File: src/rtl/riscv_pkg.sv
// Shared RV32 definitions: opcodes, ALUOp encodings and the Control bundle
// carried down the pipeline.
package riscv_pkg;

    localparam logic [6:0] OPC_LOAD   = 7'b0000011;
    localparam logic [6:0] OPC_STORE  = 7'b0100011;
    localparam logic [6:0] OPC_BRANCH = 7'b1100011;
    localparam logic [6:0] OPC_OP     = 7'b0110011;
    localparam logic [6:0] OPC_OP_IMM = 7'b0010011;

    localparam logic [1:0] ALUOP_ADD   = 2'b00;
    localparam logic [1:0] ALUOP_FUNCT = 2'b10;

    typedef struct packed {
        logic [1:0] alu_op;
        logic       alu_src;
        logic       reg_write;
        logic       mem_to_reg;
        logic       mem_read;
        logic       mem_write;
        logic       branch;
    } ctrl_t;

    localparam ctrl_t CTRL_BUBBLE = '0;

endpackage

File: src/rtl/id_ex_hazard_pipe_hazard_detect.sv
// Load-use hazard detection between the load held in EX and the
// source registers of the instruction in ID. Purely combinational.
module hazard_detect (
    input  logic       ex_mem_read_i,
    input  logic [4:0] ex_rd_i,
    input  logic [4:0] id_rs1_i,
    input  logic [4:0] id_rs2_i,
    output logic       hz_o,
    output logic       noop_o,
    output logic       stall_o,
    output logic       pcwrite_o
);

    always_comb begin
        hz_o      = ex_mem_read_i && (ex_rd_i != '0) &&
                    ((ex_rd_i == id_rs1_i) || (ex_rd_i == id_rs2_i));
        noop_o    = hz_o;
        stall_o   = hz_o;
        pcwrite_o = !hz_o;
    end

endmodule

File: src/rtl/id_ex_hazard_pipe.sv
// ID/EX pipeline register with load-use stall and branch-flush bubble
// insertion, plus saturating stall/bubble performance counters.
module id_ex_hazard_pipe
    import riscv_pkg::*;
#(
    parameter int unsigned XLEN  = 32,
    parameter int unsigned CNT_W = 32
) (
    input  logic             clk_i,
    input  logic             rst_i,
    input  logic [1:0]       ALUOp_i,
    input  logic             ALUSrc_i,
    input  logic             RegWrite_i,
    input  logic             MemtoReg_i,
    input  logic             MemRead_i,
    input  logic             MemWrite_i,
    input  logic             Branch_i,
    input  logic [XLEN-1:0]  RS1data_i,
    input  logic [XLEN-1:0]  RS2data_i,
    input  logic [XLEN-1:0]  Imm_i,
    input  logic [9:0]       Funct_i,
    input  logic [4:0]       RS1addr_i,
    input  logic [4:0]       RS2addr_i,
    input  logic [4:0]       RDaddr_i,
    input  logic             Flush_i,
    output logic             NoOp_o,
    output logic             Stall_o,
    output logic             PCWrite_o,
    output logic [1:0]       ALUOp_o,
    output logic             ALUSrc_o,
    output logic             RegWrite_o,
    output logic             MemtoReg_o,
    output logic             MemRead_o,
    output logic             MemWrite_o,
    output logic             Branch_o,
    output logic [XLEN-1:0]  RS1data_o,
    output logic [XLEN-1:0]  RS2data_o,
    output logic [XLEN-1:0]  Imm_o,
    output logic [9:0]       Funct_o,
    output logic [4:0]       RS1addr_o,
    output logic [4:0]       RS2addr_o,
    output logic [4:0]       RDaddr_o,
    output logic             Valid_o,
    output logic [CNT_W-1:0] StallCnt_o,
    output logic [CNT_W-1:0] BubbleCnt_o
);

    ctrl_t             ctrl_in;
    ctrl_t             ctrl_d, ctrl_q;
    logic              valid_d, valid_q;
    logic [XLEN-1:0]   rs1data_q, rs2data_q, imm_q;
    logic [9:0]        funct_q;
    logic [4:0]        rs1addr_q, rs2addr_q, rdaddr_q;
    logic [CNT_W-1:0]  stall_cnt_d, stall_cnt_q;
    logic [CNT_W-1:0]  bubble_cnt_d, bubble_cnt_q;
    logic              hz, bub;

    hazard_detect u_hazard_detect (
        .ex_mem_read_i (ctrl_q.mem_read),
        .ex_rd_i       (rdaddr_q),
        .id_rs1_i      (RS1addr_i),
        .id_rs2_i      (RS2addr_i),
        .hz_o          (hz),
        .noop_o        (NoOp_o),
        .stall_o       (Stall_o),
        .pcwrite_o     (PCWrite_o)
    );

    assign ctrl_in = {ALUOp_i, ALUSrc_i, RegWrite_i, MemtoReg_i,
                      MemRead_i, MemWrite_i, Branch_i};

    // A stall already bubbles EX, so a coincident flush adds nothing.
    assign bub = hz || Flush_i;

    always_comb begin
        ctrl_d       = ctrl_in;
        valid_d      = 1'b1;
        stall_cnt_d  = stall_cnt_q;
        bubble_cnt_d = bubble_cnt_q;
        if (bub) begin
            ctrl_d  = CTRL_BUBBLE;
            valid_d = 1'b0;
        end
        if (hz && (stall_cnt_q != '1))
            stall_cnt_d = stall_cnt_q + CNT_W'(1);
        if (bub && (bubble_cnt_q != '1))
            bubble_cnt_d = bubble_cnt_q + CNT_W'(1);
    end

    always_ff @(posedge clk_i or negedge rst_i) begin
        if (!rst_i) begin
            ctrl_q       <= CTRL_BUBBLE;
            valid_q      <= 1'b0;
            rs1data_q    <= '0;
            rs2data_q    <= '0;
            imm_q        <= '0;
            funct_q      <= '0;
            rs1addr_q    <= '0;
            rs2addr_q    <= '0;
            rdaddr_q     <= '0;
            stall_cnt_q  <= '0;
            bubble_cnt_q <= '0;
        end else begin
            ctrl_q       <= ctrl_d;
            valid_q      <= valid_d;
            rs1data_q    <= RS1data_i;
            rs2data_q    <= RS2data_i;
            imm_q        <= Imm_i;
            funct_q      <= Funct_i;
            rs1addr_q    <= RS1addr_i;
            rs2addr_q    <= RS2addr_i;
            rdaddr_q     <= RDaddr_i;
            stall_cnt_q  <= stall_cnt_d;
            bubble_cnt_q <= bubble_cnt_d;
        end
    end

    assign ALUOp_o     = ctrl_q.alu_op;
    assign ALUSrc_o    = ctrl_q.alu_src;
    assign RegWrite_o  = ctrl_q.reg_write;
    assign MemtoReg_o  = ctrl_q.mem_to_reg;
    assign MemRead_o   = ctrl_q.mem_read;
    assign MemWrite_o  = ctrl_q.mem_write;
    assign Branch_o    = ctrl_q.branch;
    assign RS1data_o   = rs1data_q;
    assign RS2data_o   = rs2data_q;
    assign Imm_o       = imm_q;
    assign Funct_o     = funct_q;
    assign RS1addr_o   = rs1addr_q;
    assign RS2addr_o   = rs2addr_q;
    assign RDaddr_o    = rdaddr_q;
    assign Valid_o     = valid_q;
    assign StallCnt_o  = stall_cnt_q;
    assign BubbleCnt_o = bubble_cnt_q;

endmodule

File: config.mk
export PLATFORM = sky130hd
export DESIGN_NAME = id_ex_hazard_pipe
export DESIGN_NICKNAME = d
export VERILOG_FILES = /design/src/rtl/riscv_pkg.sv /design/src/rtl/id_ex_hazard_pipe_hazard_detect.sv /design/src/rtl/id_ex_hazard_pipe.sv
export SDC_FILE = /design/constraint.sdc
export NUM_CORES = 1
export LEC_CHECK = 0
export ABC_AREA = 1
export CAP_MARGIN = 20
export CORE_MARGIN = 8
export CORE_UTILIZATION = 35
export DETAILED_ROUTE_END_ITERATION = 7
export PLACE_DENSITY = 0.77
export SETUP_SLACK_MARGIN = 0.05
export SYNTH_ARGS = -nofsm -noshare
export SYNTH_HDL_FRONTEND = slang
export SYNTH_SLANG_ARGS = --single-unit
File: constraint.sdc
create_clock -name clk_i -period 1.6 [get_ports clk_i]
set_input_delay 0.32 -clock clk_i [delete_from_list [all_inputs] [get_ports clk_i]]
set_output_delay 0.32 -clock clk_i [all_outputs]
set_load 0.05 [all_outputs]
---- Yosys cells after proc, flatten, opt, wreduce, memory -nomap -nowiden ----
Cells that the tools add are included.
word-level totals
  register bits after elaboration ......... 194
  input bits .............................. 132
  output and inout port bits .............. 197
  logic and storage cells ................. 33
cells by class
  $add $sub $neg .......................... 2
  equal/unequal tests ..................... 4
  muxes and demuxes ....................... 2
  reductions and logical operators ........ 8
operator list
  operator                 number
  $add A32 B1 Y32 const B  2
  $ne A32 B32 Y1 const B   2
  $eq A5 B5 Y1             2
  $mux W8                  1
  $reduce_bool A5 Y1       1
  $logic_and A1 B1 Y1      4
  $logic_or A1 B1 Y1       2
  $logic_not A1 Y1         1
  $mux W1                  1

---- Depth between registers and ports, before layout ----
Gate-level depths: netlist (run 1).
  depth in word-level cells ............... 5
  depth in mapped cells ................... 12
  depth with buffers taken out ............ 11

---- Hierarchy ----
A second synthesis (run 1) with hierarchy kept.
unflattened totals
  cells, all modules ...................... 866
  area total of the unflattened synthesis .. 7758.7 um^2
modules (own cells, without submodules)
  module             instances  cells an instance  area an instance (um^2)  sequential area each (um^2)
  id_ex_hazard_pipe  1          815                7519.7                   4854.7
  hazard_detect      1          51                 239.0                    0.0

---- Worst setup path before layout (run 1) ----
OpenSTA, ideal clock, no wires.
  path kind ............................... register -> output
  start ................................... register rdaddr_q[1], in the netlist RDaddr_o[1]
  end ..................................... output Stall_o
  data arrival time ....................... 2.282 ns
  required time ........................... 1.280 ns
  slack ................................... -1.002 ns
  stages on the path, launching flop included .. 11
  buffers on the path ..................... 2
  cell sequence ........................... dfrtp_1 inv_1 nand2_1 nand2_1 nor2_1 nand3_1 nand2_1 nand2_1 inv_2 buf_2 buf_4
on the way
  cells in the longest elaborated chain, start to end .. 3
  elaborated cells between the ends (all ways) .. 6
  those cells by class .................... 2 x eq/ne; 4 x reduce/logical
RTL lines
  element                                                           RTL line                                                                      source
  from (decl)                                                       id_ex_hazard_pipe.sv:53                                                       logic [4:0] rs1addr_q, rs2addr_q, rdaddr_q;
  from (signal assigned)                                            id_ex_hazard_pipe.sv:112                                                      rdaddr_q <= RDaddr_i;
  $eq A5 B5 Y1 / $reduce_bool A5 Y1 (equally long branches)         id_ex_hazard_pipe_hazard_detect.sv:16, id_ex_hazard_pipe_hazard_detect.sv:15
  $logic_or A1 B1 Y1 / $logic_and A1 B1 Y1 (equally long branches)  id_ex_hazard_pipe_hazard_detect.sv:16, id_ex_hazard_pipe_hazard_detect.sv:15
  $logic_and A1 B1 Y1 *                                             id_ex_hazard_pipe_hazard_detect.sv:15                                         hz_o = ex_mem_read_i && (ex_rd_i != '0) &&
  to (decl)                                                         id_ex_hazard_pipe.sv:27                                                       output logic Stall_o,
Every way passes the cells marked *; elsewhere a longest branch is shown, timed or not.

---- Worst setup path after layout (run 1) ----
  start ................................... register rdaddr_q[3], in the netlist RDaddr_o[3]
  end ..................................... output PCWrite_o
on the way
  cells in the longest elaborated chain, start to end .. 4
  elaborated cells between the ends (all ways) .. 7
  those cells by class .................... 2 x eq/ne; 5 x reduce/logical
RTL lines
  element                                                           RTL line                                                                      source
  $eq A5 B5 Y1 / $reduce_bool A5 Y1 (equally long branches)         id_ex_hazard_pipe_hazard_detect.sv:16, id_ex_hazard_pipe_hazard_detect.sv:15
  $logic_or A1 B1 Y1 / $logic_and A1 B1 Y1 (equally long branches)  id_ex_hazard_pipe_hazard_detect.sv:16, id_ex_hazard_pipe_hazard_detect.sv:15
  $logic_and A1 B1 Y1 *                                             id_ex_hazard_pipe_hazard_detect.sv:15
  $logic_not A1 Y1 *                                                id_ex_hazard_pipe_hazard_detect.sv:19                                         pcwrite_o = !hz_o;
  to (decl)                                                         id_ex_hazard_pipe.sv:28                                                       output logic PCWrite_o,
Marked as above.

==> results of run 1 <==
## kinds of logic after synthesis
family / share of synthesized area
AO/OA/AOI/OAI: 0.000635
XOR/XNOR: 0.0456
adder cells (fa/ha/maj): 0.00318
buffers and inverters: 0.0467
flip-flops: 0.617
AND/OR/NAND/NOR: 0.287
## registers in the layout, indices dropped and copies added, names as in the netlist, 2 cells and up
| signal | count |
|---|---|
| ALUOp_o | 2 |
| BubbleCnt_o | 32 |
| Funct_o | 10 |
| Imm_o | 32 |
| RDaddr_o | 5 |
| RS1addr_o | 5 |
| RS1data_o | 32 |
| RS2addr_o | 5 |
| RS2data_o | 32 |
| StallCnt_o | 32 |
## per-stage QoR
step,utilization,cell area [sq um]
finish,0.664,14800
floorplan,-,8060
global placement,0.578,12900
global route,0.664,14800
detailed placement,0.578,12900
CTS,0.653,14600
## per-layer routing
metal / GRT usage / up-vias / wire length (um)
met5: 0 / - / 13
met1: 0.254 / 3893 / 11800
met3: 0.0675 / 146 / 3230
met4: 0.0854 / 2 / 1210
li1: - / 3649 / -
met2: 0.383 / 565 / 15800
## final cells by class
class / instances / share of cell area
Timing Repair Buffer: 497 / 0.370
Sequential cell: 194 / 0.331
Multi-Input combinational cell: 580 / 0.218
Clock buffer: 18 / 0.0296
Tap cell: 285 / 0.0240
Inverter: 60 / 0.0160
Clock inverter: 14 / 0.0120
## critical path, delay by kind of cell, from the launching register on
family / cells / cell delay (ns)
simple gates: 6 / 0.49
flops: 1 / 0.42
buf+inv: 3 / 0.31
## power breakdown
group          switching (uW)  leakage [uW]  internal [uW]
combinational            1720       0.00434           1410
sequential                174       0.00234           5160
clock                    2240      0.000298           2170
## final timing paths
path | from | to | slack (ns)
min in group asynchronous | rst_i | StallCnt_o[15] | 0.42
worst max register to register | RDaddr_o[3] | BubbleCnt_o[19] | -0.34
max in group asynchronous | rst_i | RS2data_o[21] | 0.58
worst min-delay path | RS1data_i[18] | RS1data_o[18] | 0.31
worst min register to register | StallCnt_o[5] | StallCnt_o[5] | 0.55
worst max-delay path | RDaddr_o[3] | PCWrite_o | -0.39
## cells in the final DEF (no fill, tap or decap), types with 2 or more instances in the layout
master,instances
buf_6,33
dfrtp_2,45
buf_8,3
nor3_4,3
nand4_1,5
nand2_2,36
inv_6,5
nor2_2,16
ha_4,2
clkdlybuf4s50_1,130
xor2_1,22
dfrtp_1,149
nand3_1,46
xnor2_1,18
buf_4,233
nand3b_1,14
inv_2,10
inv_8,2
clkinv_8,6
clkbuf_8,2
nor2_1,82
nor2_4,7
nand2_8,9
inv_1,47
inv_4,2
nor3_1,6
nand2_4,5
buf_16,8
nand3_4,5
nand3_2,29
clkbuf_16,17
nand2_1,272
buf_12,87
## timing repair
item | in CTS | in global routing
hold buffers | 1 | 0
resized for setup | 109 | 64
setup buffers | 31 | 13
cloned | 16 | 0
pin swaps | 39 | 28
hold endpoints to repair | 43 | 0
setup endpoints to repair | 72 | 89
==> results.sh, run 1 <==
export IMPL_yosysSeqAreaShare=0.617
export IMPL_fmax_mhz=503
export IMPL_final_nets=1484
export IMPL_max_slew_margin_rel=0.686
export IMPL_cpMaxStageDelayCell="dfrtp_2"
export IMPL_synth_common_cells="310 x nand2_1, 194 x dfrtp_1, 102 x nor2_1"
export IMPL_slew_viol_final=0
export IMPL_start_util=0.352
export IMPL_dpl_cell_count=1561
export IMPL_core_area_sq_mm=0.0224
export IMPL_violations="negative setup slack"
export IMPL_htree_levels=4
export IMPL_num_rows=55
export IMPL_ys_warn_count=0
export IMPL_gp_congestion=0.922
export IMPL_critPathCaptureType="output pin"
export IMPL_synth_edf_count=0
export IMPL_cp_max_fo=4
export IMPL_p_leak_uw=0.00698
export IMPL_vdd_drop_max_mv=0.731
export IMPL_final_hold_viol_count=0
export IMPL_min_period_ns=1.99
export IMPL_firstDrtPassIters=5
export IMPL_instances_no_fill=1648
export IMPL_netlist_area_sq_mm=0.00787
export IMPL_seqCellArea_sq_mm=0.00491
export IMPL_die_x_um=166
export IMPL_min_path_cells=1
export IMPL_ios=329
export IMPL_cts_root_buffer="clkbuf_16"
export IMPL_grt_pass1_vias=8566
export IMPL_n_fill_cell=1570
export IMPL_cts_sinks=194
export IMPL_crit_arrival_ns=1.67
export IMPL_worstSkewPairLatency_ns=0.44
export IMPL_async_flop_share=1.00
export IMPL_path_common_cell="nand2_1"
export IMPL_fin_ws_ns=-0.387
export IMPL_rsz0062_at_grt="yes"
export IMPL_drc_errors=0
export IMPL_drt_iter0_markers=743
export IMPL_wl_um=32000
export IMPL_drv_cap=0
export IMPL_viasPerCell=5.01
export IMPL_antenna_found_initial=1
export IMPL_path_cells="inv_2 > nand2_1 > nand2_1 > nor2_1 > nand3_1 > nand2_2 > nand2_4 > buf_6 > buf_12"
export IMPL_portBuffers=328
export IMPL_cts_buffers=17
export IMPL_crit_required_ns=1.28
export IMPL_synth_seq_cells=194
export IMPL_fin_total_pwr_uw=12900
export IMPL_synth_cell_types=24
export IMPL_clock_path_buffers=2
export IMPL_die_y_um=166
export IMPL_layout_drive_gt1_share=0.418
export IMPL_worstSetupPathType="reg2out"
export IMPL_ys_top_cells_by_area="dfrtp_1 62%, nand2_1 15%, nand3_1 4.9%"
export IMPL_worst_pin_slew_ns=0.471
export IMPL_antenna_left=0
export IMPL_grt_pass1_wl_um=48100
export IMPL_post_place_ws_ns=-0.534
export IMPL_start_kind="register"
export IMPL_globalRouteTotalUtil=0.222
export IMPL_synth_top_area_frac=0.617
export IMPL_yosysTopAreaCell="dfrtp_1"
export IMPL_final_setup_skew_ns=0.0177
export IMPL_critPathMaxStageDelay_ns=0.42
export IMPL_antenna_cells=0
export IMPL_synth_main_ff_cell="dfrtp_1"
export IMPL_timing_hold_ws_ns=0.309
export IMPL_dpl_hpwl_um=21200
export IMPL_setup_viol=77
export IMPL_worstRegToRegCells=16
export IMPL_fin_crit_sh=1.24
export IMPL_fin_setup_tns_ns=-16.86
export IMPL_area_growth_pct=88.6
export IMPL_vias=8255
export IMPL_cts_clk_slew_worst_paths_ns=0.08
export IMPL_cts_tree="done"
export IMPL_multiInputGateArea_sq_mm=0.00323
export IMPL_synth_most_common_cell="nand2_1"
export IMPL_grt_max_degree=51
export IMPL_syn_nets=982
export IMPL_avgSynthCellArea_sq_um=9.28
export IMPL_gr_total_overflow=0
export IMPL_synthCells=848
export IMPL_status="complete, but fails checks"
export IMPL_die_area_sq_mm=0.0275
export IMPL_powerDensity_mw_per_mm2=867
export IMPL_wire_per_inst_um=19.4
export IMPL_min_path_type="in2reg"
(Power assumes the default switching activity.)
==> run 2, diff against run 1 <==
--- a/config.mk
+++ b/config.mk
@@ -5,13 +5,13 @@
 export SDC_FILE = /design/constraint.sdc
 export NUM_CORES = 1
 export LEC_CHECK = 0
-export ABC_AREA = 1
 export CAP_MARGIN = 20
 export CORE_MARGIN = 8
-export CORE_UTILIZATION = 35
+export CORE_UTILIZATION = 36
 export DETAILED_ROUTE_END_ITERATION = 7
-export PLACE_DENSITY = 0.77
+export PLACE_DENSITY = 0.83
 export SETUP_SLACK_MARGIN = 0.05
 export SYNTH_ARGS = -nofsm -noshare
 export SYNTH_HDL_FRONTEND = slang
+export SYNTH_HIERARCHICAL = 1
 export SYNTH_SLANG_ARGS = --single-unit
==> run 2 against run 1 <==
Compared with the run above: the run still ends with negative setup slack left; global-route usage down 0.62 points; clock power shrank 6.6%; sequential cell count stayed put; cell count is 29% lower; power is 1.4% lower; wire length decreased by 22%; synthesized cell count is 48% lower; design area is 13% lower; non-clock buffer count is 29 lower; critical path depth decreased by 4; critical endpoint is now NoOp_o.
==> results.sh, run 2 <==
export IMPL_status="complete, but fails checks"
export IMPL_violations="negative setup slack"
export IMPL_grt_pass1_vias=6031
export IMPL_avgSynthCellArea_sq_um=14.8
export IMPL_htree_levels=4
export IMPL_layout_commonest_cell="buf_4"
export IMPL_antenna_found_initial=1
export IMPL_min_path_type="in2reg"
export IMPL_min_from="RDaddr_i[3]"
export IMPL_n_fill_cell=1063
export IMPL_grt_max_degree=44
export IMPL_netlist_area_sq_mm=0.00651
export IMPL_slew_viol_final=0
export IMPL_clock_path_buffers=2
export IMPL_fin_crit_sh=1.52
export IMPL_ys_top_cells_by_area="dfrtp_1 75%, xnor2_1 5.8%, xor2_1 3.9%"
export IMPL_gr_total_overflow=0
export IMPL_start_kind="register"
export IMPL_r2r_start="RDaddr_o[3]"
export IMPL_synth_main_ff_cell="dfrtp_1"
export IMPL_dpl_hpwl_um=19000
export IMPL_wl_um=25000
export IMPL_firstDrtPassIters=4
export IMPL_fin_total_pwr_uw=12700
export IMPL_async_flop_share=1.00
export IMPL_crit_required_ns=1.28
export IMPL_wire_per_inst_um=21.5
export IMPL_antenna_cells=0
export IMPL_ys_warn_count=6
export IMPL_synth_cell_types=40
export IMPL_globalRouteTotalUtil=0.215
export IMPL_critPathCaptureType="output pin"
export IMPL_viasPerCell=4.71
export IMPL_crit_arrival_ns=2.12
export IMPL_worst_pin_slew_ns=0.582
export IMPL_area_growth_pct=98.4
export IMPL_worstSkewPairLatency_ns=0.44
export IMPL_p_leak_uw=0.00601
export IMPL_layout_drive_gt1_share=0.526
export IMPL_gp_congestion=0.798
export IMPL_cts_root_buffer="clkbuf_16"
export IMPL_vdd_drop_max_mv=1.20
export IMPL_synth_top_area_frac=0.745
export IMPL_start_util=0.365
export IMPL_fmax_mhz=410
export IMPL_path_cells="buf_6 > or4_4 > o211a_4 > buf_8 > buf_12"
export IMPL_num_rows=49
export IMPL_core_area_sq_mm=0.0178
export IMPL_portBuffers=328
export IMPL_vias=5480
export IMPL_final_nets=1056
export IMPL_yosysTopAreaCell="dfrtp_1"
export IMPL_die_x_um=151
export IMPL_setup_viol=77
export IMPL_antenna_left=0
export IMPL_powerDensity_mw_per_mm2=982
export IMPL_max_slew_margin_rel=0.608
export IMPL_post_place_ws_ns=-1.34
export IMPL_grt_pass1_wl_um=36300
export IMPL_fin_ws_ns=-0.837
export IMPL_cpMaxStageDelayCell="or4_4"
export IMPL_cts_tree="done"
export IMPL_fin_setup_tns_ns=-54.57
export IMPL_synth_seq_cells=194
export IMPL_final_hold_viol_count=0
export IMPL_ios=329
export IMPL_min_period_ns=2.44
export IMPL_yosysSeqAreaShare=0.745
export IMPL_die_area_sq_mm=0.0227
export IMPL_cp_max_fo=4
export IMPL_cts_clk_slew_worst_paths_ns=0.08
export IMPL_die_y_um=151
export IMPL_synth_common_cells="194 x dfrtp_1, 43 x xnor2_1, 32 x nand2_1"
export IMPL_cts_sinks=194
export IMPL_critPathLaunch="RDaddr_o[3]"
export IMPL_drc_errors=0
export IMPL_worstSetupPathType="reg2out"
export IMPL_synth_most_common_cell="dfrtp_1"
export IMPL_synthCells=440
export IMPL_rsz0062_at_grt="yes"
export IMPL_drv_cap=0
export IMPL_synth_edf_count=0
export IMPL_critPathMaxStageDelay_ns=0.53
export IMPL_final_setup_skew_ns=0.0145
export IMPL_mostFrequentLayoutCells="228 x buf_4, 159 x dfrtp_1, 130 x clkdlybuf4s50_1, 83 x buf_12, 35 x dfrtp_2"
export IMPL_syn_nets=574
export IMPL_min_path_cells=1
export IMPL_cts_buffers=17
export IMPL_worstRegToRegCells=10
export IMPL_drt_iter0_markers=200
==> run 2: changes by cell type in the layout (fill, tap and decap cells not counted), moves of 16 or more <==
cell     delta
nor2_1     -73
xnor2_2    +16
nand3_1    -33
nand3_2    -23
nand2_1   -249
inv_1      -42
nand2_2    -32
==> run 2: power by group <==
group          switching, uW  internal [uW]
sequential               162           5200
combinational           1760           1460
clock                   2050           2070
total                   3970           8730
==> run 2: worst max-delay path, delay by kind of cell (launching register included) <==
kind	cells	cell delay, ns
simple gates	1	0.53
flops	1	0.46
buf+inv	3	0.41
compound gates	1	0.27
==> run 2: cell type report <==
type | count | area [sq um] | area share
Multi-Input combinational cell | 236 | 2150 | 0.166
Inverter | 5 | 18.8 | 0.00145
Clock inverter | 14 | 141 | 0.0109
Clock buffer | 17 | 425 | 0.0329
Tap cell | 229 | 287 | 0.0222
Timing Repair Buffer | 468 | 5000 | 0.387
Sequential cell | 194 | 4900 | 0.379
==> run 2: final timing paths <==
path | to | slack (ns)
max | NoOp_o | -0.84
min | RDaddr_o[3] | 0.31
max reg2reg | StallCnt_o[10] | -0.83
min reg2reg | BubbleCnt_o[31] | 0.57
max in group asynchronous | StallCnt_o[22] | 0.65
min in group asynchronous | RS2data_o[0] | 0.38
==> run 2: per-layer routing <==
metal	GRT usage	vias up	part of all wire
met2	0.395	216	0.56
met1	0.228	2747	0.34
met3	0.0556	45	0.075
met5	0	-	0.00052
li1	-	2470	-
met4	0.0965	2	0.029
==> run 2: kinds of logic (layout without fill, tap and decap cells) <==
logic type	Yosys count	after routing	synth area share
AOI/OAI and AO/OA	11	14	0.0146
buffers and inverters	13	504	0.0106
adders and majority gates	2	2	0.00384
DFF	194	194	0.745
and+or+nand+nor	147	147	0.127
muxes	1	1	0.00173
xor gates and xnor gates	72	72	0.0968
==> run 2: metrics by stage <==
stage,utilization,cell area [sq um],cells,hold WS (ns)
6_report,0.724,12900,1163,0.314
5_1_grt,0.724,12900,1163,0.292
4_1_cts,0.708,12600,1155,0.299
3_5_place_dp,0.651,11600,1107,0.263
3_3_place_gp,0.651,11600,1107,0.260
2_1_floorplan,-,6710,440,0.0244
==> run 2: repair_timing <==
action,4_1_cts,5_1_grt
buffers inserted,13,10
cloned,4,0
hold endpoints to repair,26,0
endpoints found under the setup margin,76,79
hold buffers,1,0
pin swaps,35,27
gates resized for setup,61,41
==> run 3, diff against run 2 <==
--- a/config.mk
+++ b/config.mk
@@ -15,3 +15,4 @@
 export SYNTH_HDL_FRONTEND = slang
 export SYNTH_HIERARCHICAL = 1
 export SYNTH_SLANG_ARGS = --single-unit
+export TNS_END_PERCENT = 100
==> results of run 3 <==
The final DEF is identical to that of run 2; final timing and power are the same.
